<file path="config.mk">
export PLATFORM = sky130hd
export DESIGN_NAME = multdiv_scheduler_flat
export DESIGN_NICKNAME = d
export VERILOG_FILES = /design/src/rtl/multdiv_scheduler_pkg.sv /design/src/rtl/multdiv_scheduler_if.sv /design/src/rtl/multdiv_scheduler_counter.sv /design/src/rtl/multdiv_scheduler.sv /design/src/flat_wrapper.sv
export SDC_FILE = /design/constraint.sdc
export NUM_CORES = 1
export LEC_CHECK = 0
export BUFFER_PORTS_ARGS = -buffer_cell sky130_fd_sc_hd__buf_4
export CORE_ASPECT_RATIO = 1.4
export CORE_MARGIN = 5
export CORE_UTILIZATION = 46
export DETAILED_ROUTE_END_ITERATION = 10
export PLACE_DENSITY = 0.73
export SLEW_MARGIN = 15
export SYNTH_ARGS = -nofsm -noshare
export SYNTH_HDL_FRONTEND = slang
export SYNTH_SLANG_ARGS = --single-unit
</file>
<file path="constraint.sdc">
create_clock -name clock -period 1.7 [get_ports clock]
set_input_delay 0.17 -clock clock [delete_from_list [all_inputs] [get_ports clock]]
set_output_delay 0.17 -clock clock [all_outputs]
set_load 0.05 [all_outputs]
</file>
<file path="src/rtl/multdiv_scheduler_pkg.sv">
// Shared definitions for the mult/div scheduler: FSM encoding, widths and
// default parameter values.
package md_defs;

    localparam int REG_W          = 5;
    localparam int CNT_W          = 6;
    localparam int DEF_TIMEOUT    = 40;
    localparam int DEF_STATUS_REG = 30;

    typedef enum logic [1:0] {
        ST_IDLE = 2'd0,
        ST_RUN  = 2'd1,
        ST_WB   = 2'd2
    } md_state_e;

endpackage

</file>
<file path="src/rtl/multdiv_scheduler_if.sv">
// Bundle between the decode/execute pipeline (master) and the mult/div
// scheduler (slave).
//
// Handshake: the pipeline presents a request by holding ctrl_mult/ctrl_div
// high together with rd_dec. The scheduler takes it in any cycle where it is
// idle and flush is low; otherwise it raises stall and the pipeline keeps the
// request asserted unchanged until a cycle with stall low. md_start,
// md_ready and md_abort are single-cycle pulses with no back-pressure.
// wb_en is a one-cycle write strobe, qualified by wb_busy from the pipeline.
interface md_sched_if;
    import md_defs::*;

    logic             ctrl_mult;
    logic             ctrl_div;
    logic [REG_W-1:0] rd_dec;
    logic [REG_W-1:0] rs_a;
    logic [REG_W-1:0] rs_b;
    logic             flush;
    logic             md_ready;
    logic             md_exc;
    logic             wb_busy;

    logic             md_start;
    logic             md_is_div;
    logic             md_abort;
    logic             stall;
    logic             wb_en;
    logic [REG_W-1:0] wb_rd;
    logic             wb_exc;
    logic             busy;

    modport master (
        output ctrl_mult, ctrl_div, rd_dec, rs_a, rs_b, flush,
               md_ready, md_exc, wb_busy,
        input  md_start, md_is_div, md_abort, stall, wb_en, wb_rd,
               wb_exc, busy
    );

    modport slave (
        input  ctrl_mult, ctrl_div, rd_dec, rs_a, rs_b, flush,
               md_ready, md_exc, wb_busy,
        output md_start, md_is_div, md_abort, stall, wb_en, wb_rd,
               wb_exc, busy
    );

endinterface

</file>
<file path="src/rtl/multdiv_scheduler_counter.sv">
// Run-time counter for the mult/div unit: saturates at all-ones instead of
// wrapping so a stuck unit can never alias back to a small count.
module md_cycle_counter
    import md_defs::*;
(
    input  logic             i_clk,
    input  logic             i_rst_n,
    input  logic             i_clr,
    input  logic             i_en,
    output logic [CNT_W-1:0] o_count
);

    logic [CNT_W-1:0] r_count;

    // Clear has priority over counting; hold once saturated.
    always_ff @(posedge i_clk or negedge i_rst_n) begin
        if (!i_rst_n) begin
            r_count <= '0;
        end else if (i_clr) begin
            r_count <= '0;
        end else if (i_en && (r_count != {CNT_W{1'b1}})) begin
            r_count <= r_count + 1'b1;
        end
    end

    assign o_count = r_count;

endmodule

</file>
<file path="src/rtl/multdiv_scheduler.sv">
// Scheduler for the shared iterative mult/div unit: accepts one op at a time,
// launches the unit, bounds its run time, tracks the pending destination for
// hazard stalls and hands the result to the register-file write port.
// TIMEOUT must be at least 2.
module multdiv_scheduler
    import md_defs::*;
#(
    parameter int TIMEOUT    = DEF_TIMEOUT,
    parameter int STATUS_REG = DEF_STATUS_REG
) (
    input  logic       clock,
    input  logic       reset,
    md_sched_if.slave  bus,
    output md_state_e  o_dbg_state
);

    md_state_e        r_state;
    md_state_e        w_next_state;

    logic [REG_W-1:0] r_pend_rd;
    logic             r_is_div;
    logic             r_md_start;
    logic [REG_W-1:0] r_wb_rd;
    logic             r_wb_exc;

    logic             w_accept;
    logic             w_abort;
    logic             w_wb_en;
    logic             w_enter_wb;
    logic             w_enter_exc;
    logic             w_leave;
    logic             w_request;
    logic             w_hazard;
    logic             w_timeout;
    logic [CNT_W-1:0] w_count;

    md_cycle_counter u_counter (
        .i_clk   (clock),
        .i_rst_n (reset),
        .i_clr   (w_accept),
        .i_en    (r_state == ST_RUN),
        .o_count (w_count)
    );

    assign w_request = bus.ctrl_mult | bus.ctrl_div;
    assign w_timeout = (w_count == CNT_W'(TIMEOUT - 1));

    // RAW/WAW check of the decoding instruction against the outstanding
    // destination; r0 is never a real dependency.
    assign w_hazard  = (r_pend_rd != '0) &&
                       ((bus.rd_dec == r_pend_rd) ||
                        (bus.rs_a   == r_pend_rd) ||
                        (bus.rs_b   == r_pend_rd));

    // Leaving an op for any reason (write done, skipped write, flush).
    assign w_leave   = (r_state != ST_IDLE) && (w_next_state == ST_IDLE);

    // State register.
    always_ff @(posedge clock or negedge reset) begin
        if (!reset) begin
            r_state <= ST_IDLE;
        end else begin
            r_state <= w_next_state;
        end
    end

    // Next state and the combinational strobes; flush always dominates.
    always_comb begin
        w_next_state = r_state;
        w_accept     = 1'b0;
        w_abort      = 1'b0;
        w_wb_en      = 1'b0;
        w_enter_wb   = 1'b0;
        w_enter_exc  = 1'b0;
        case (r_state)
            ST_IDLE: begin
                if (!bus.flush && w_request) begin
                    w_accept     = 1'b1;
                    w_next_state = ST_RUN;
                end
            end
            ST_RUN: begin
                if (bus.flush) begin
                    w_abort      = 1'b1;
                    w_next_state = ST_IDLE;
                end else if (bus.md_ready) begin
                    w_enter_wb   = 1'b1;
                    w_enter_exc  = bus.md_exc;
                    w_next_state = ST_WB;
                end else if (w_timeout) begin
                    w_enter_wb   = 1'b1;
                    w_enter_exc  = 1'b1;
                    w_next_state = ST_WB;
                end
            end
            ST_WB: begin
                if (bus.flush) begin
                    w_next_state = ST_IDLE;
                end else if ((r_pend_rd == '0) && !r_wb_exc) begin
                    // Result targets r0: nothing to write.
                    w_next_state = ST_IDLE;
                end else if (!bus.wb_busy) begin
                    w_wb_en      = 1'b1;
                    w_next_state = ST_IDLE;
                end
            end
            default: begin
                w_next_state = ST_IDLE;
            end
        endcase
    end

    // Pending-op registers: launch pulse, op select and destination.
    always_ff @(posedge clock or negedge reset) begin
        if (!reset) begin
            r_pend_rd  <= '0;
            r_is_div   <= 1'b0;
            r_md_start <= 1'b0;
        end else begin
            r_md_start <= w_accept;
            if (w_accept) begin
                r_pend_rd <= bus.rd_dec;
                r_is_div  <= bus.ctrl_div & ~bus.ctrl_mult;
            end else if (w_leave) begin
                r_is_div  <= 1'b0;
            end
        end
    end

    // Writeback mux, loaded on entry to WB and cleared when the op ends.
    always_ff @(posedge clock or negedge reset) begin
        if (!reset) begin
            r_wb_rd  <= '0;
            r_wb_exc <= 1'b0;
        end else if (w_enter_wb) begin
            r_wb_rd  <= w_enter_exc ? REG_W'(STATUS_REG) : r_pend_rd;
            r_wb_exc <= w_enter_exc;
        end else if (w_leave) begin
            r_wb_rd  <= '0;
            r_wb_exc <= 1'b0;
        end
    end

    assign bus.md_start  = r_md_start;
    assign bus.md_is_div = r_is_div;
    assign bus.md_abort  = w_abort;
    assign bus.wb_en     = w_wb_en;
    assign bus.wb_rd     = r_wb_rd;
    assign bus.wb_exc    = r_wb_exc;
    assign bus.busy      = (r_state != ST_IDLE);
    assign bus.stall     = bus.busy && (w_request || w_hazard);
    assign o_dbg_state   = r_state;

endmodule

</file>
<file path="src/flat_wrapper.sv">
// flat-port wrapper written by rule: the top's interface ports become plain ports
module multdiv_scheduler_flat import md_defs::*;
#(
    parameter int TIMEOUT    = DEF_TIMEOUT,
    parameter int STATUS_REG = DEF_STATUS_REG
)
  (clock, reset, o_dbg_state, bus_ctrl_mult, bus_ctrl_div, bus_rd_dec, bus_rs_a, bus_rs_b, bus_flush, bus_md_ready, bus_md_exc, bus_wb_busy, bus_md_start, bus_md_is_div, bus_md_abort, bus_stall, bus_wb_en, bus_wb_rd, bus_wb_exc, bus_busy);
  md_sched_if bus_i ();
  input  logic clock;
  input  logic reset;
  output md_state_e o_dbg_state;
  input wire logic [$bits(bus_i.ctrl_mult)-1:0] bus_ctrl_mult;
  input wire logic [$bits(bus_i.ctrl_div)-1:0] bus_ctrl_div;
  input wire logic [$bits(bus_i.rd_dec)-1:0] bus_rd_dec;
  input wire logic [$bits(bus_i.rs_a)-1:0] bus_rs_a;
  input wire logic [$bits(bus_i.rs_b)-1:0] bus_rs_b;
  input wire logic [$bits(bus_i.flush)-1:0] bus_flush;
  input wire logic [$bits(bus_i.md_ready)-1:0] bus_md_ready;
  input wire logic [$bits(bus_i.md_exc)-1:0] bus_md_exc;
  input wire logic [$bits(bus_i.wb_busy)-1:0] bus_wb_busy;
  output wire logic [$bits(bus_i.md_start)-1:0] bus_md_start;
  output wire logic [$bits(bus_i.md_is_div)-1:0] bus_md_is_div;
  output wire logic [$bits(bus_i.md_abort)-1:0] bus_md_abort;
  output wire logic [$bits(bus_i.stall)-1:0] bus_stall;
  output wire logic [$bits(bus_i.wb_en)-1:0] bus_wb_en;
  output wire logic [$bits(bus_i.wb_rd)-1:0] bus_wb_rd;
  output wire logic [$bits(bus_i.wb_exc)-1:0] bus_wb_exc;
  output wire logic [$bits(bus_i.busy)-1:0] bus_busy;
  assign bus_i.ctrl_mult = bus_ctrl_mult;
  assign bus_i.ctrl_div = bus_ctrl_div;
  assign bus_i.rd_dec = bus_rd_dec;
  assign bus_i.rs_a = bus_rs_a;
  assign bus_i.rs_b = bus_rs_b;
  assign bus_i.flush = bus_flush;
  assign bus_i.md_ready = bus_md_ready;
  assign bus_i.md_exc = bus_md_exc;
  assign bus_i.wb_busy = bus_wb_busy;
  assign bus_md_start = bus_i.md_start;
  assign bus_md_is_div = bus_i.md_is_div;
  assign bus_md_abort = bus_i.md_abort;
  assign bus_stall = bus_i.stall;
  assign bus_wb_en = bus_i.wb_en;
  assign bus_wb_rd = bus_i.wb_rd;
  assign bus_wb_exc = bus_i.wb_exc;
  assign bus_busy = bus_i.busy;
  multdiv_scheduler #(.TIMEOUT(TIMEOUT), .STATUS_REG(STATUS_REG)) u_core (.clock(clock), .reset(reset), .bus(bus_i), .o_dbg_state(o_dbg_state));
endmodule
</file>
==> flow_metrics.py <==
metrics = {
    "pwr": {
        "p_switching_uw": 747.2,
        "p_int_uw": 1095,
        "clkPwrFrac_pct": 13.5,
        "swShare_pct": 40.57,
        "power_density_nw_per_um2": 1086,
        "irDropWorstVdd_uv": 734.6,
        "leakagePower_uw": 0.0007683,
        "combPwrFrac_pct": 48.8,
        "seqPwrFrac_pct": 37.7,
    },
    "routing": {
        "dr.pass1.iters": 4,
        "remaining_drc_errors": 0,
        "first_iter_violations": 21,
        "via_per_inst": 5.217,
        "num_vias": 1059,
        "wl_per_cell_um": 15.16,
        "routed_wl_um": 3077,
        "detail-route-antenna-nets": 0,
    },
    "sta": {
        "rsz0062_at_grt": "true",
        "setup-tns-final_ns": -0.6309,
        "drv_slew": 0,
        "hold_viol_final": 0,
        "finalCriticalPeriod_ns": 2.030,
        "setup_violations": 3,
        "max_freq_mhz": 492.6,
        "relSlewSlack_pct": 63.76,
        "worst_slew_pin_slew_ns": 0.5399,
        "finClkSkew_ns": 0.005866,
        "setup_slack_ns": -0.3302,
        "finalCritPeriodShare_pct": 119.4,
    },
    "setup_path": {
        "start_kind": "flop",
        "crit_start": "u_core.r_pend_rd[3]",
        "timing.rr.end": "u_core.bus.wb_rd[0]",
        "critPathCaptureType": "output pin",
        "cp_max_fo": 2,
        "r2r_start": "u_core.r_pend_rd[3]",
        "crit_type": "reg2out",
        "worstPathArrival_ns": 1.86,
        "crit_required_ns": 1.53,
        "timing.reg2reg.setup_slack_ns": -0.07,
        "r2r_cells": 5,
    },
    "placement": {
        "placedInstanceArea_um2": 1592,
        "post-dp-hpwl_um": 2326,
        "port_buffers": 36,
        "pre_cts_slack_ns": -0.03148,
        "gp_congestion": 0.8320,
    },
    "logic_synthesis": {
        "synth_top_family_by_area": "simple AND/OR/NAND/NOR gates",
        "yosysUniqueCellTypes": 36,
        "syn_area_per_cell_um2": 10.31,
        "synth_xor_area_share_pct": 12.64,
        "synth_compound_area_share_pct": 13.74,
        "synth_adder_area_share_pct": 1.003,
        "ys.flop_type": "dfrtp_1",
        "syn_area_um2": 1247,
        "ys_warn_count": 0,
        "synth-edff-count": 0,
        "syn_nets": 145,
        "yosysSeqAreaShare_pct": 42.13,
        "async_reset_ff_share_pct": 100.0,
        "synth.mux.area_fraction_pct": 5.316,
        "postSynthCellCount": 121,
        "yosys_register_bits": 21,
        "synthSimpleGateAreaFrac_pct": 19.26,
    },
    "floorplanning": {
        "start_util_pct": 47.70,
        "io_pins": 37,
        "core_area_um2": 2615,
        "std_cell_rows": 22,
        "die-area_um2": 3868,
        "die_h_um": 71.62,
        "fp.dieW_um": 54.01,
    },
    "outcome": {
        "status": "complete, but fails checks",
        "violations": "setup timing",
    },
    "clocking": {
        "clock-root-buffer": "clkbuf_4",
        "clock_sinks": 21,
        "clk_path_buf_depth": 2,
        "htreeDepth": 1,
        "clk_pin_slew_ns": 0.12,
        "cts_tree": "done",
        "numCtsBuffers": 3,
        "clk-insertion-delay-late_ns": 0.31,
    },
    "finish": {
        "finalInstanceArea_um2": 1695,
        "nets": 192,
        "final_util_pct": 64.83,
        "drive_gt1_share_pct": 47.31,
        "diodes": 0,
        "synthToLayoutAreaGrowth_pct": 35.91,
    },
    "min_path": {
        "hold-path-cell-count": 2,
        "hold_path_class": "in2reg",
        "hold_start": "bus_ctrl_mult",
        "min_to": "u_core.bus.md_is_div",
    },
    "global_routing": {
        "grt_pass1_vias": 1133,
        "grt_max_degree": 22,
        "grt_overflow": 0,
        "grtUsageTotal_pct": 16.67,
        "grt_pass1_wl_um": 4830,
        "antenna_found_initial": 0,
    },
    "run": {
        "maxCapViolCount": 0,
    },
}
## repair_timing
action	in CTS	in global routing
hold buffers	1	0
pin swaps	2	6
endpoints found under the setup margin	7	13
resized for setup	7	8
setup buffers	2	0
endpoints found under the hold margin	21	0
gates cloned	0	0
## cells by family (layout without fill, tap and decap cells)
| group | after synthesis | count (layout) |
|---|---|---|
| AO/OA/AOI/OAI | 23 | 23 |
| adder cells (fa/ha/maj) | 1 | 1 |
| buffers and inverters | 8 | 54 |
| XOR/XNOR | 18 | 18 |
| flip-flops | 21 | 21 |
| AND/OR/NAND/NOR | 44 | 44 |
| multiplexers | 6 | 6 |
## power groups by stage
stage	Sequential [uW]	Clock [uW]	Combinational (uW)
floorplan	843	0	455
global placement	701	0	812
detailed placement	709	0	830
CTS	689	252	890
global route	711	281	969
finish	694	249	898
## registers in the layout (all words and copies together), names as in the netlist
signal / cells
u_core.u_counter.o_count: 6
u_core.bus.wb_exc: 1
u_core.r_pend_rd: 5
u_core.o_dbg_state: 2
u_core.bus.md_is_div: 1
u_core.bus.md_start: 1
u_core.bus.wb_rd: 5
## critical path, cell delays in order, from the launching register on
cell and delay, ns:
dfrtp_1 0.40, or4_4 0.56, nor2_2 0.10, a31oi_1 0.05, o31a_2 0.30, buf_6 0.16
## worst max-delay path by stage
stage,endpoint,slack [ns],cells after the start
6_report,bus_stall,-0.33,5
5_1_grt,bus_stall,-0.42,7
2_1_floorplan,u_core.bus.wb_rd[0],-0.16,6
4_1_cts,bus_stall,-0.33,5
3_5_place_dp,u_core.bus.wb_rd[4],-0.03,5
3_3_place_gp,u_core.bus.wb_rd[4],0.003,5
## placed cells by master, fill, tap and decap left out, drive strengths merged, types with 3 or more instances in the layout
master / count
buf: 48
nor2: 15
or2b: 3
xor2: 10
o21ai: 6
mux2: 5
xnor2: 8
dfrtp: 21
nand3: 7
clkbuf: 4
or3: 3
nor3: 7
o2bb2ai: 3
a21oi: 4
## per-stage QoR
stage,hold WS (ns),instances,power [uW]
floorplan,-0.1256,121,1298
detailed placement,0.06898,196,1539
global placement,0.06959,196,1513
CTS,0.02636,203,1830
finish,0.03193,203,1842
global route,0.01387,203,1961
## per-layer routing
layer	vias to the layer above	share of wire [%]	GRT usage, %
met4	0	1.0	6.094
met1	507	37	18.01
met5	-	0	0
met3	4	6.2	3.534
li1	514	-	-
met2	34	56	30.46
## synth_stat cells (2+ instances only)
| cell | instances | share of area, % |
|---|---|---|
| a21o_1 | 2 | 1.2 |
| a21oi_1 | 4 | 1.6 |
| a22oi_1 | 2 | 1.2 |
| buf_4 | 3 | 1.8 |
| buf_6 | 3 | 2.7 |
| dfrtp_1 | 21 | 42 |
| mux2_2 | 5 | 4.5 |
| nand2_1 | 2 | 0.60 |
| nand3_1 | 7 | 2.8 |
| nor2_1 | 15 | 4.5 |
| nor3_1 | 6 | 2.4 |
| o21ai_0 | 5 | 2.0 |
| o2bb2ai_1 | 3 | 2.1 |
| or2_2 | 2 | 1.0 |
| or2b_2 | 3 | 2.1 |
| or3_1 | 2 | 1.0 |
| xnor2_1 | 8 | 5.6 |
| xor2_1 | 10 | 7.0 |
## area by class of cell
cell class                      instances  area (um^2)
Inverter                                1        3.754
Timing Repair Buffer                   49        381.6
Clock buffer                            4        26.28
Multi-Input combinational cell         92        710.7
Sequential cell                        21        528.0
Tap cell                               36        45.04
Fill cell                             222        919.6
No activity file was read; power rests on OpenSTA's default activity.
